### src/rtl/pwm_pkg.sv
// rtl/pwm_pkg.sv - shared types and helpers for the multi-channel PWM
package pwm_pkg;

    typedef enum logic [1:0] {
        IDLE,
        COMMIT,
        UP,
        DOWN
    } pwm_state_e;

    function automatic int ch_width(int channels);
        return (channels > 1) ? $clog2(channels) : 1;
    endfunction

    // Phase offset of channel i so the channels spread evenly over one period
    function automatic int stagger_offset(int i, int width, int channels);
        return i * ((1 << width) / channels);
    endfunction

endpackage

### src/rtl/pwm_channel.sv
// rtl/pwm_channel.sv - one PWM channel: shadow/active duty, compare and output flop
module pwm_channel
    import pwm_pkg::*;
#(
    parameter int WIDTH = 16
) (
    input  logic             clk,
    input  logic             rst_n,
    input  logic [WIDTH-1:0] cnt_i,
    input  logic             commit,
    input  logic             wr_en,
    input  logic [WIDTH-1:0] duty_in,
    input  logic             idle,
    output logic             pwm
);

    logic [WIDTH-1:0] shadow;
    logic [WIDTH-1:0] active;
    logic [WIDTH-1:0] duty_now;

    // The commit cycle already belongs to the new period, so it compares
    // against the value being committed rather than the outgoing one.
    assign duty_now = commit ? shadow : active;

    always_ff @(posedge clk or negedge rst_n) begin
        if (!rst_n) begin
            shadow <= '0;
            active <= '0;
            pwm    <= 1'b0;
        end else begin
            if (wr_en) begin
                shadow <= duty_in;
            end
            if (commit) begin
                active <= shadow;
            end
            pwm <= idle ? 1'b0 : (cnt_i < duty_now);
        end
    end

endmodule

### src/rtl/pwm_multi.sv
// rtl/pwm_multi.sv - multi-channel PWM with shared counter, centre mode and stagger
module pwm_multi
    import pwm_pkg::*;
#(
    parameter int  WIDTH    = 16,
    parameter int  CHANNELS = 4,
    parameter int  STAGGER  = 1,
    localparam int CH_W     = ch_width(CHANNELS)
) (
    input  logic                clk,
    input  logic                rst_n,
    input  logic                enable,
    input  logic                center_mode,
    input  logic                load,
    input  logic [CH_W-1:0]     load_ch,
    input  logic [WIDTH-1:0]    duty_in,
    output logic [CHANNELS-1:0] pwm_out,
    output logic                period_start,
    output logic                mode_active
);

    localparam logic [WIDTH-1:0] CNT_MAX = '1;
    localparam logic [WIDTH-1:0] ONE     = WIDTH'(1);

    pwm_state_e       state;
    logic [WIDTH-1:0] cnt;
    logic             commit;
    logic             idle;
    logic             eff_center;

    assign commit     = (state == COMMIT);
    assign idle       = (state == IDLE) || !enable;
    assign eff_center = commit ? center_mode : mode_active;

    always_ff @(posedge clk or negedge rst_n) begin
        if (!rst_n) begin
            state        <= IDLE;
            cnt          <= '0;
            period_start <= 1'b0;
            mode_active  <= 1'b0;
        end else if (!enable) begin
            state        <= IDLE;
            cnt          <= '0;
            period_start <= 1'b0;
        end else begin
            period_start <= 1'b0;
            case (state)
                IDLE: begin
                    state        <= COMMIT;
                    cnt          <= '0;
                    period_start <= 1'b1;
                end
                COMMIT: begin
                    mode_active <= center_mode;
                    state       <= UP;
                    cnt         <= ONE;
                end
                UP: begin
                    if (cnt == CNT_MAX) begin
                        if (mode_active) begin
                            state <= DOWN;
                            cnt   <= cnt - ONE;
                        end else begin
                            state        <= COMMIT;
                            cnt          <= '0;
                            period_start <= 1'b1;
                        end
                    end else begin
                        cnt <= cnt + ONE;
                    end
                end
                DOWN: begin
                    if (cnt == ONE) begin
                        state        <= COMMIT;
                        cnt          <= '0;
                        period_start <= 1'b1;
                    end else begin
                        cnt <= cnt - ONE;
                    end
                end
                default: state <= IDLE;
            endcase
        end
    end

    for (genvar i = 0; i < CHANNELS; i++) begin : g_ch
        localparam logic [WIDTH-1:0] OFFSET =
            (STAGGER != 0) ? WIDTH'(stagger_offset(i, WIDTH, CHANNELS)) : '0;

        logic [WIDTH-1:0] cnt_i;
        logic             wr_en;

        // Centre mode mirrors the count so pulses sit symmetrically about the peak
        assign cnt_i = eff_center ? ~cnt : cnt + OFFSET;
        assign wr_en = load && (load_ch == CH_W'(i));

        pwm_channel #(.WIDTH(WIDTH)) u_ch (
            .clk     (clk),
            .rst_n   (rst_n),
            .cnt_i   (cnt_i),
            .commit  (commit),
            .wr_en   (wr_en),
            .duty_in (duty_in),
            .idle    (idle),
            .pwm     (pwm_out[i])
        );
    end

endmodule

### config.mk
export PLATFORM = sky130hd
export DESIGN_NAME = pwm_multi
export DESIGN_NICKNAME = d
export VERILOG_FILES = /design/src/rtl/pwm_pkg.sv /design/src/rtl/pwm_channel.sv /design/src/rtl/pwm_multi.sv
export SDC_FILE = /design/constraint.sdc
export NUM_CORES = 1
export LEC_CHECK = 0
export ABC_AREA = 1
export CAP_MARGIN = 25
export CORE_ASPECT_RATIO = 1.75
export CORE_UTILIZATION = 31
export CTS_BUF_LIST = sky130_fd_sc_hd__clkbuf_16
export DETAILED_ROUTE_END_ITERATION = 8
export PLACE_DENSITY = 0.48
export SLEW_MARGIN = 30
export SYNTH_ARGS = -nofsm -noshare
export SYNTH_HDL_FRONTEND = slang
export SYNTH_HIERARCHICAL = 1
export SYNTH_SLANG_ARGS = --single-unit
### constraint.sdc
create_clock -name clk -period 3.2 [get_ports clk]
set_input_delay 0.48 -clock clk [delete_from_list [all_inputs] [get_ports clk]]
set_output_delay 0.48 -clock clk [all_outputs]
set_load 0.02 [all_outputs]
Word-level counts from Yosys, hierarchy flattened
Index checks and enable logic that the tools add are counted.
{"block": "op_classes", "bitwise": 1, "add_sub_neg": 5, "n_reduce_logical": 9, "eq_ne": 10, "muxes": 28, "magnitude_cmp": 4}
{"operator": "$mux W16", "n": 12}
{"operator": "$lt A16 B16 Y1", "n": 4}
{"operator": "$pmux W16 S4", "n": 1}
{"operator": "$add A16 B16 Y16 const B", "n": 2}
{"operator": "$add A16 B1 Y16 const B", "n": 1}
{"operator": "$add A16 B15 Y16 const B", "n": 1}
{"operator": "$eq A16 B1 Y1 const B", "n": 1}
{"operator": "$eq A16 B16 Y1 const B", "n": 1}
{"operator": "$not A16 Y16", "n": 1}
{"operator": "$sub A16 B1 Y16 const B", "n": 1}
{"operator": "$mux W1", "n": 9}
{"operator": "$eq A2 B2 Y1 const B", "n": 4}
{"operator": "$mux W2", "n": 4}
{"operator": "$pmux W2 S4", "n": 1}
{"operator": "$ne A3 B3 Y1 const B", "n": 2}
{"operator": "$eq A2 B1 Y1 const B", "n": 2}
{"operator": "$logic_and A1 B1 Y1", "n": 4}
{"operator": "$logic_not A2 Y1", "n": 2}
{"operator": "$pmux W1 S3", "n": 1}
{"operator": "$reduce_and A2 Y1", "n": 1}
{"operator": "$logic_not A1 Y1", "n": 1}
{"operator": "$logic_or A1 B1 Y1", "n": 1}
{"block": "word_totals", "ff_bits": 152, "in_bits": 23}

Logic depth before layout (Yosys ltp)
Gate-level depths: netlist of run 1.
{"block": "logic_depth", "word_depth": 5, "mapped_depth": 16, "mapped_depth_nobuf": 15}

Cells and area by module
Netlist of run 1, hierarchy kept.
{"module": "pwm_channel (g_ch[0].u_ch ...)", "instances": 3, "cells_each": 186, "seq_area_each_um2": 825.8, "area_each_um2": 1601.5}
{"module": "pwm_multi", "instances": 1, "cells_each": 298, "seq_area_each_um2": 500.5, "area_each_um2": 2024.4}
{"module": "pwm_channel (g_ch[2].u_ch)", "instances": 1, "cells_each": 185, "seq_area_each_um2": 825.8, "area_each_um2": 1594.0}

Worst setup path before layout of run 1
No wires, ideal clock.
{"block": "synth_path", "kind": "register to register", "from": "reg state[1]", "to": "reg g_ch[2].u_ch.pwm", "path_stages_with_launch": 16, "arrival_ns": 2.813, "synth_period_minus_slack_ns": 2.890, "n_path_buf": 2, "slack_ns": 0.310, "path_cell_list": "dfrtp_1 > inv_1 > ha_1 > inv_1 > nand2_1 > o21ai_0 > buf_2 > buf_2 > ha_1 > or2_2 > ha_1 > nand4_1 > inv_1 > nand2_1 > o2111ai_1 > a21oi_1"}
{"block": "synth_via", "elab_chain_cells": 5}
{"item": "start: declaration", "line_no": "pwm_multi.sv:25", "rtl": "pwm_state_e state;"}
{"item": "start signal: assignment", "line_no": "pwm_multi.sv:37", "rtl": "state <= IDLE;"}
{"item": "start signal: assignment", "line_no": "pwm_multi.sv:42", "rtl": "state <= IDLE;"}
{"item": "start signal: assignment", "line_no": "pwm_multi.sv:49", "rtl": "state <= COMMIT;"}
{"item": "$eq A2 B1 Y1", "line_no": "pwm_multi.sv:31", "rtl": "assign commit = (state == COMMIT);"}
{"item": "via commit", "line_no": "pwm_multi.sv:27", "rtl": "logic commit;"}
{"item": "$mux W1"}
{"item": "$mux W16", "line_no": "pwm_multi.sv:94", "rtl": "assign cnt_i = eff_center ? ~cnt : cnt + OFFSET;"}
{"item": "via g_ch[2].cnt_i[15]", "line_no": "pwm_multi.sv:90", "rtl": "logic [WIDTH-1:0] cnt_i;"}
{"item": "$lt A16 B16 Y1", "line_no": "pwm_channel.sv:37", "rtl": "pwm <= idle ? 1'b0 : (cnt_i < duty_now);"}
{"item": "$mux W1", "line_no": "pwm_channel.sv:37"}
{"item": "end signal: assignment", "line_no": "pwm_channel.sv:37"}
{"item": "end: declaration", "line_no": "pwm_channel.sv:14", "rtl": "output logic pwm"}
The timed path passes the listed nets, and every way through them passes these cells.
A chain may end at the register's enable or synchronous reset.

Final worst setup path of run 1
{"block": "layout_path", "from": "reg state[1]", "to": "reg g_ch[2].u_ch.pwm"}
{"block": "layout_via", "elab_chain_cells": 5}
{"item": "$eq A2 B1 Y1", "line_no": "pwm_multi.sv:31"}
{"item": "via commit", "line_no": "pwm_multi.sv:27"}
{"item": "$mux W1"}
{"item": "via eff_center", "line_no": "pwm_multi.sv:29", "rtl": "logic eff_center;"}
{"item": "$mux W16", "line_no": "pwm_multi.sv:94"}
{"item": "via g_ch[2].cnt_i[15]", "line_no": "pwm_multi.sv:90"}
{"item": "$lt A16 B16 Y1", "line_no": "pwm_channel.sv:37"}
{"item": "$mux W1", "line_no": "pwm_channel.sv:37"}
The timed path passes the listed nets, and every way through them passes these cells.

==> results of run 1 <==
[Yosys cell counts, types with 2 or more instances]
master	instances	share of area [%]
nand2_1	254	11
inv_1	179	8.0
dfrtp_1	152	45
o21ai_0	144	8.6
ha_1	73	11
nor2_1	46	2.0
a21oi_1	39	2.3
nand3_1	28	1.7
xor2_1	25	2.6
clkbuf_1	18	0.80
buf_2	14	0.83
nand4_1	12	0.89
nor3_1	8	0.48
xnor2_1	7	0.73
inv_2	6	0.27
a211oi_1	4	0.36
and2_1	4	0.30
buf_6	4	0.53
or2_2	4	0.30
a21o_1	3	0.27
nand3b_1	3	0.27
nor2_4	3	0.40
nand2_2	2	0.15
nor2_2	2	0.15
[layout make-up]
cell class / count / area share, %
flip-flops and latches: 152 / 39.5
repair buffers: 38 / 4.25
inverters: 185 / 7.21
clock inverters: 15 / 1.23
well taps: 324 / 4.21
multi-input cells: 668 / 39.2
clock buffers: 17 / 4.42
[layout by cell type, fill, tap and decap left out, types with 5 or more instances in the layout]
master,synthesis,routed
xor2_1,25,25
xnor2_1,7,7
buf_4,0,5
inv_2,6,6
clkbuf_16,0,17
inv_6,0,6
clkdlybuf4s50_1,0,27
dfrtp_1,152,152
ha_1,73,72
nand3_1,28,28
inv_1,179,179
o21ai_0,144,143
nor2_1,46,46
a21oi_1,39,39
nand2_1,254,254
nand4_1,12,12
[sequential cells by signal, indices dropped and copies added, names as in the netlist]
register and cells:
mode_active 1, g_ch.u_ch/pwm 4, period_start 1, state 2, g_ch.u_ch/active 64, g_ch.u_ch/shadow 64
cnt 16
[metal layers]
| metal | wire length [um] | track usage (%) |
|---|---|---|
| met1 | 8620 | 17.7 |
| met2 | 10900 | 29.3 |
| met3 | 517 | 3.67 |
| met4 | 496 | 7.19 |
| met5 | 0 | 0 |
[stage by stage]
stage	setup WS (ns)	hold WS [ns]	std cells
after global routing	0.241	0.501	1399
after floorplan	0.310	0.184	1041
after CTS	0.508	0.479	1399
after global placement	0.495	0.401	1366
final	0.533	0.490	1399
after detailed placement	0.474	0.403	1366
[power by group]
| part | leakage [nW] | internal (mW) | switching [mW] | total [mW] |
|---|---|---|---|---|
| clock | 0.259 | 1.00 | 0.893 | 1.90 |
| sequential | 1.84 | 2.40 | 0.127 | 2.53 |
| combinational | 2.55 | 0.847 | 1.49 | 2.34 |
[critical path: stages (launching register included)]
cell and delay [ns]:
dfrtp_1 0.44, inv_1 0.18, ha_4 0.20, inv_1 0.07, o21ai_2 0.15, buf_12 0.19, inv_1 0.10, ha_1 0.18
or2_2 0.27, ha_1 0.34, nand4_1 0.13, inv_1 0.05, nand2_1 0.06, o2111ai_1 0.09, a21oi_1 0.14
[cell families after synthesis]
logic type | synth area share [%]
and+or+nand+nor | 18.4
buffers and inverters | 10.4
AOI/OAI and AO/OA | 11.9
DFF | 45.2
adders and majority gates | 10.8
xor gates and xnor gates | 3.33
[what timing repair did]
action,CTS,global route
gates resized for setup,0,0
hold endpoints to repair,31,0
hold buffers,1,0
endpoints found under the setup margin,0,0
[how the worst min path moves through the flow]
stage / cells after the start / endpoint / from / slack [ns]
after floorplan: 0 / cnt[0] / rst_n / 0.18
after global placement: 1 / g_ch[3].u_ch/active[1] / rst_n / 0.40
after detailed placement: 1 / g_ch[3].u_ch/active[1] / rst_n / 0.40
after CTS: 2 / g_ch[3].u_ch/active[1] / rst_n / 0.48
after global routing: 2 / g_ch[2].u_ch/shadow[1] / rst_n / 0.50
final: 2 / g_ch[1].u_ch/shadow[0] / rst_n / 0.49
==> impl_metrics.ini, run 1 <==
[clock_tree]
clock-root-buffer = clkbuf_16
cts_buffers = 17
cts_buffer_depth = 2
post_cts_buffers = 0
path_clk_slew_ns = 0.07
cts_max_level = 4
cts_tree = built
clock_latency_ns = 0.44
clock_sink_count = 152

[timing]
finalHoldViolCount = 0
setup_tns_ns = 0
setup_violations = 0
slew_headroom_pct = 59.6
tightest_slew_ns = 0.603
clock_skew_ns = 0.0113
max_freq_ghz = 0.375
rsz0062_at_grt = no
drv_slew = 0
post-route-period-util_pct = 83.3
timing.final.crit_period_ns = 2.67

[drt]
antenna_left = 0
vias = 6405
drc = 0
wire_per_inst_um = 14.7
drt_iter0_drc = 369
drt_wl_total_um = 20600
vias_per_cell = 4.58
firstDrtPassIters = 4

[die]
fp.dieW_um = 127
num_io_pins = 29
initial_core_util_pct = 31.6
fp.dieArea_sq_um = 27900
std_cell_rows = 79
fp.dieH_um = 220
core_area_sq_um = 26700

[grt]
grt_pass1_wl_um = 33800
grt_max_degree = 84
antenna_found_initial = 0
grt_pass1_vias = 6423
track_usage_pct = 16.1
gr-total-overflow = 0

[critical_path]
critPathLaunchType = register
crit_required_ns = 3.56
critPathArrivalTime_ns = 3.03
path_class = register to register
r2r_cells = 14
setup.worst_path.end = g_ch[2].u_ch/pwm
ff2ff_setup_slack_ns = 0.53
startpoint = state[1]
critical_path.max_fanout = 19
cp-end-kind = register
r2r-end = g_ch[2].u_ch/pwm
reg2reg_from = state[1]

[placed_design]
gp_congestion = 0.851
dpl.hpwl_um = 14900
portBuffers = 28
place_area_sq_um = 9080

[power_and_ir_drop]
leakage_nw = 4.65
finalPower_mw = 6.77
power.density_nw_per_um2 = 702
ir_drop_uv = 400

[synth]
yosysSeqAreaShare_pct = 45.2
ys.flop_type = dfrtp_1
synthArstFlopShare_pct = 100
syn-num-nets = 1137
ys_types = 31
synth_area_sq_um = 8420
synth_edf_count = 0
yosys_warnings = 6
synth_area_per_cell_sq_um = 8.09
synth-seq-cells = 152
syn_inst = 1041

[finish]
final_layout_size_suffix_gt1_share_pct = 6.23
register_area_sq_um = 3800
final_nets = 1158
multiInputGateArea_sq_um = 3780
fill_cells = 2792
final_cell_area_sq_um = 9640
area_growth_syn_to_layout_pct = 14.4
n_antenna_cell = 0
final_util_pct = 36.1

[flow_run]
max_cap_violations = 0

[hold_path]
holdCritPathClass = primary input to asynchronous set/reset pin

[run_status]
status = complete, no violations
No activity file was read; power rests on OpenSTA's default activity.
==> run 2: changes to the inputs <==
- clock period: 3.2 -> 2.6 ns (I/O delays scaled with it)
==> run 2 against run 1 <==
Clock-buffer cell count stayed put. Critical path depth is the same. Clock power grew 28%. Routed wire length rose by 1.9%. Critical endpoint is now g_ch[1].u_ch/pwm. First-iteration DRC count decreased by 9.2%. Sequential power up 23%. Cell count rose by 1.6%. Clock skew decreased by 0.0014 ns. Die area stayed put.
==> impl_metrics.ini, run 2 (synthesized netlist as in run 1, its figures left out) <==
[drt]
antenna_left = 0
vias_per_cell = 4.60
drt_iter0_drc = 335
wire_per_inst_um = 14.7
drc = 0
vias = 6539
drt_wl_total_um = 21000
firstDrtPassIters = 4

[timing]
rsz0062_at_grt = no
slew_headroom_pct = 56.9
tightest_slew_ns = 0.639
max_freq_ghz = 0.404
setup_tns_ns = 0
setup_violations = 0
worst_slack_ns = 0.124
clock_skew_ns = 0.00994
drv_slew = 0
post-route-period-util_pct = 95.2
timing.final.crit_period_ns = 2.48
finalHoldViolCount = 0

[power_and_ir_drop]
power.net_switching_mw = 3.12
ir_drop_uv = 467
p_seq_share_pct = 35.7
leakage_nw = 4.80
comb_power_share_pct = 36.3
netSwitchingFraction_pct = 35.7
clkPwrFrac_pct = 28.0
p_int_mw = 5.61
power.density_nw_per_um2 = 875

[clock_tree]
path_clk_slew_ns = 0.06
cts_tree = built
clock_sink_count = 152
clock_latency_ns = 0.44
cts_buffers = 17
cts_buffer_depth = 2
clock-root-buffer = clkbuf_16
cts_max_level = 4

[die]
fp.dieH_um = 220
fp.dieW_um = 127
core_area_sq_um = 26700
initial_core_util_pct = 31.6
num_io_pins = 29
std_cell_rows = 79
fp.dieArea_sq_um = 27900

[finish]
final_layout_size_suffix_gt1_share_pct = 9.29
final_cell_area_sq_um = 9970
final_nets = 1182
layout_commonest_cell = nand2_1
final_util_pct = 37.4
area_growth_syn_to_layout_pct = 18.4
n_antenna_cell = 0
top_regs = g_ch.u_ch/active (64), g_ch.u_ch/shadow (64), cnt (16)
layout_common_cells = nand2_1 (253), inv_1 (176), dfrtp_1 (152)

[grt]
gr-total-overflow = 0
track_usage_pct = 16.4
grt_pass1_vias = 6529
grt_max_degree = 81
grt_pass1_wl_um = 34300
antenna_found_initial = 0

[critical_path]
critPathArrivalTime_ns = 2.85
critical_path.max_fanout = 8
crit_required_ns = 2.97
ff2ff_setup_slack_ns = 0.12
r2r_cells = 14
reg2reg_from = state[1]
r2r-end = g_ch[1].u_ch/pwm
cp-end-kind = register
path_class = register to register
critPathLaunchType = register

[placed_design]
place_area_sq_um = 9220
gp_congestion = 0.848
portBuffers = 28
dpl.hpwl_um = 15300
pre_cts_slack_ns = -0.0879

[hold_path]
holdCritPathClass = primary input to asynchronous set/reset pin

[run_status]
status = complete, no violations

[flow_run]
max_cap_violations = 0
==> run 2: stage by stage <==
step,power [mW],hold slack (ns),instances
final,8.73,0.437,1422
after global routing,9.51,0.457,1422
after CTS,8.74,0.430,1415
after detailed placement,6.23,0.347,1383
after global placement,6.17,0.345,1383
after floorplan,5.14,0.0944,1041
==> run 2: how the worst max path moves through the flow <==
stage / start / end / slack [ns] / cells past startpoint
2_1_floorplan: state[1] / g_ch[2].u_ch/pwm / 0.03 / 15
3_3_place_gp: center_mode / g_ch[1].u_ch/pwm / -0.02 / 11
3_5_place_dp: center_mode / g_ch[0].u_ch/pwm / -0.09 / 10
4_1_cts: state[1] / g_ch[0].u_ch/pwm / 0.06 / 12
5_1_grt: state[1] / g_ch[3].u_ch/pwm / 0.003 / 16
6_report: state[1] / g_ch[1].u_ch/pwm / 0.12 / 14
==> run 2: cell type report <==
| class | instances | area, sq um |
|---|---|---|
| clock buffers | 17 | 425 |
| clock inverters | 14 | 153 |
| fillers | 2761 | 16700 |
| inverters | 185 | 697 |
| multi-input cells | 668 | 3860 |
| flip-flops and latches | 152 | 3800 |
| well taps | 324 | 405 |
| repair buffers | 62 | 632 |
==> run 2: repair_timing <==
| action | 4_1_cts | 5_1_grt |
|---|---|---|
| hold buffers | 1 | 0 |
| setup endpoints to repair | 0 | 4 |
| endpoints found under the hold margin | 35 | 0 |
| gates resized for setup | 0 | 16 |
| buffers inserted | 0 | 6 |
==> run 2: per-layer routing <==
metal / vias to the layer above / global-route usage (%) / wire length, um
met4: 0 / 8.51 / 746
met3: 38 / 2.74 / 416
met2: 71 / 30.3 / 11100
met1: 3076 / 17.9 / 8650
li1: 3354 / - / -
met5: - / 0 / 0
==> run 2: worst max-delay path, stage by stage, from the launching register on <==
cell,delay [ns]
dfrtp_1,0.39
inv_2,0.08
ha_4,0.16
inv_4,0.05
o21ai_4,0.23
buf_12,0.19
buf_12,0.12
xor2_1,0.17
buf_4,0.15
buf_4,0.10
ha_1,0.23
a21oi_1,0.20
a21o_1,0.15
nand4_1,0.09
a21oi_2,0.12
==> run 2: power groups by stage <==
stage | Combinational [mW] | Sequential [mW] | Clock [mW]
final | 3.17 | 3.11 | 2.44
after global routing | 3.71 | 3.17 | 2.63
after CTS | 3.08 | 3.12 | 2.54
after detailed placement | 3.07 | 3.16 | 0
after global placement | 3.02 | 3.15 | 0
after floorplan | 2.00 | 3.14 | 0
==> RTL change: new RTL, config.mk and constraints of run 1 <==
Reset style: synchronous (`rst_n`), changed in 2 clocked blocks.
--- a/src/rtl/pwm_channel.sv
+++ b/src/rtl/pwm_channel.sv
@@ -23,5 +23,5 @@
     assign duty_now = commit ? shadow : active;
 
-    always_ff @(posedge clk or negedge rst_n) begin
+    always_ff @(posedge clk) begin
         if (!rst_n) begin
             shadow <= '0;
--- a/src/rtl/pwm_multi.sv
+++ b/src/rtl/pwm_multi.sv
@@ -33,5 +33,5 @@
     assign eff_center = commit ? center_mode : mode_active;
 
-    always_ff @(posedge clk or negedge rst_n) begin
+    always_ff @(posedge clk) begin
         if (!rst_n) begin
             state        <= IDLE;
Function: differs if rst_n is asserted again (counterexample within 4 cycles, from zero or initial values and one cycle with rst_n low); with rst_n held inactive, the same outputs for 10 cycles.
==> RTL change against run 1 <==
Worst setup slack got worse by 120 ps; critical path type unchanged; sequential share of layout area shrank 6.5 points; sequential cell count stayed put; synthesized area shrank 4.2%; wire length rose by 14%; design area is 4.4% lower.
Power is not compared: it rests on default switching activity, and its combinational part moved more than twofold at a synthesized area within 25%.
==> RTL change: results (changes against run 1) <==
worst_setup_path:
  worstPathArrival_ps: 3090  # was 3030 ps
  start_kind: "flop"  # unchanged
  path_max_fanout: 7  # was 19
  r2r_start: "state[1]"  # unchanged
yosys:
  netlist_top_cells_area: "dfxtp_1 38%, ha_1 12%, nor2_1 11%"  # was dfrtp_1 45%, nand2_1 11%, ha_1 11%
  ys_types: 35  # was 31
  synth_top_flop_cell: "dfxtp_1"  # was dfrtp_1
  ys_seq_area_share_pct: 37.7  # was 45.2%
  synth_nets: 1132  # was 1137
  async_reset_ff_share_pct: 0  # was 100%
  yosysWarnings: 6  # unchanged
  synth_common_cells: "238 x nor2_1, 152 x dfxtp_1, 145 x nand2_1, 77 x o21ai_0, 75 x ha_1"  # was 254 x nand2_1, 179 x inv_1, 152 x dfrtp_1, 144 x o21ai_0, 73 x ha_1
  synth_edf_count: 0  # unchanged
sta:
  finalClockSkew_ps: 12.7  # was 11.3 ps
  worstMarginPinSlew_ps: 639  # was 603 ps
routing:
  drtIter0Drc: 303  # was 369
  drt_pass1_iterations: 5  # was 4
  wl_per_cell_um: 16.9  # was 14.7 µm
  via_per_inst: 4.72  # was 4.58
clocking:
  clockBufferDepth: 2  # unchanged
  path_clk_slew_ps: 60
  cts_made_buffers: 17  # unchanged
  root_buffer: "clkbuf_16"  # unchanged
  cts_resized: 0  # unchanged
final_layout:
  drive_gt1_share_pct: 9.15  # was 6.23%
  nNetsFinal: 1157  # was 1158
  antenna_cells: 0  # unchanged
grt:
  grtUsageTotal_pct: 18.8  # was 16.1%
  grt_start_max_net_pins: 69  # was 84
  grt_pass1_vias: 6500  # was 6423
  grt_pass1_wl_mm: 36.6  # was 33.8 mm
  overflow: 0  # unchanged
  antenna_found_initial: 0  # unchanged
status:
  run_status: "finished, final reports clean"  # unchanged
hold_path:
  hold_start: "g_ch[0].u_ch/shadow[0]"
  hp-class: "reg2reg"  # was in2async
place:
  hpwlAfterDp_mm: 17.4  # was 14.9 mm
  gp_congestion: 0.870  # was 0.851
power:
  ir_worst_vdd_uv: 384
RTL change: cells by family after synthesis:
family	synth area share [%]
AOI/OAI and AO/OA	9.70
and+or+nand+nor	24.2
adders and majority gates	11.6
buffers and inverters	6.70
muxes	7.44
xor gates and xnor gates	2.60
DFF	37.7
RTL change: layout make-up:
class                   instances  area, µm²
fillers                      2694      16200
multi-input cells             764       4520
flip-flops and latches        152       3040
clock buffers                  17        425
well taps                     316        395
repair buffers                 41        385
inverters                      83        312
clock inverters                14        135
RTL change: metal layers:
metal	vias up	wire length, µm	track usage [%]
li1	3407	-	-
met1	3002	9440	20.3
met2	108	12700	35.0
met3	31	618	3.17
met4	0	709	7.58
met5	-	0	0
RTL change: path summary, 6_finish.rpt:
check                                               to  slack [ps]  cells after the start
worst max register to register        g_ch[3].u_ch/pwm         420                     14
worst max-delay path                  g_ch[3].u_ch/pwm         420                     14
worst min register to register  g_ch[0].u_ch/shadow[0]         460                      2
worst min-delay path            g_ch[0].u_ch/shadow[0]         460                      2
RTL change: through the flow:
stage	setup slack, ps	instances	power, mW	cell area, µm²	hold WS (ps)
floorplan	571	1034	2.45	8070	433
global placement	311	1356	2.66	8660	447
detailed placement	311	1356	2.67	8660	457
CTS	351	1387	4.63	9220	452
global route	221	1387	4.79	9220	482
finish	417	1387	4.57	9220	462
RTL change: worst max-delay path, stage by stage, from the launching register on:
cell and delay (ps):
dfxtp_1 440, inv_1 170, ha_4 200, inv_1 120
nand2_1 80, o21ai_2 100, inv_1 130, ha_1 200
or2_2 330, ha_1 280, nand2_1 80, inv_1 60
nand3_1 80, nor3_1 290, a21oi_2 90
RTL change: report_power, final:
group	internal, mW	leakage (nW)	total [mW]	switching, mW
combinational	0.238	2.48	0.631	0.393
clock	1.13	0.267	1.95	0.821
sequential	1.95	1.24	1.98	0.0288
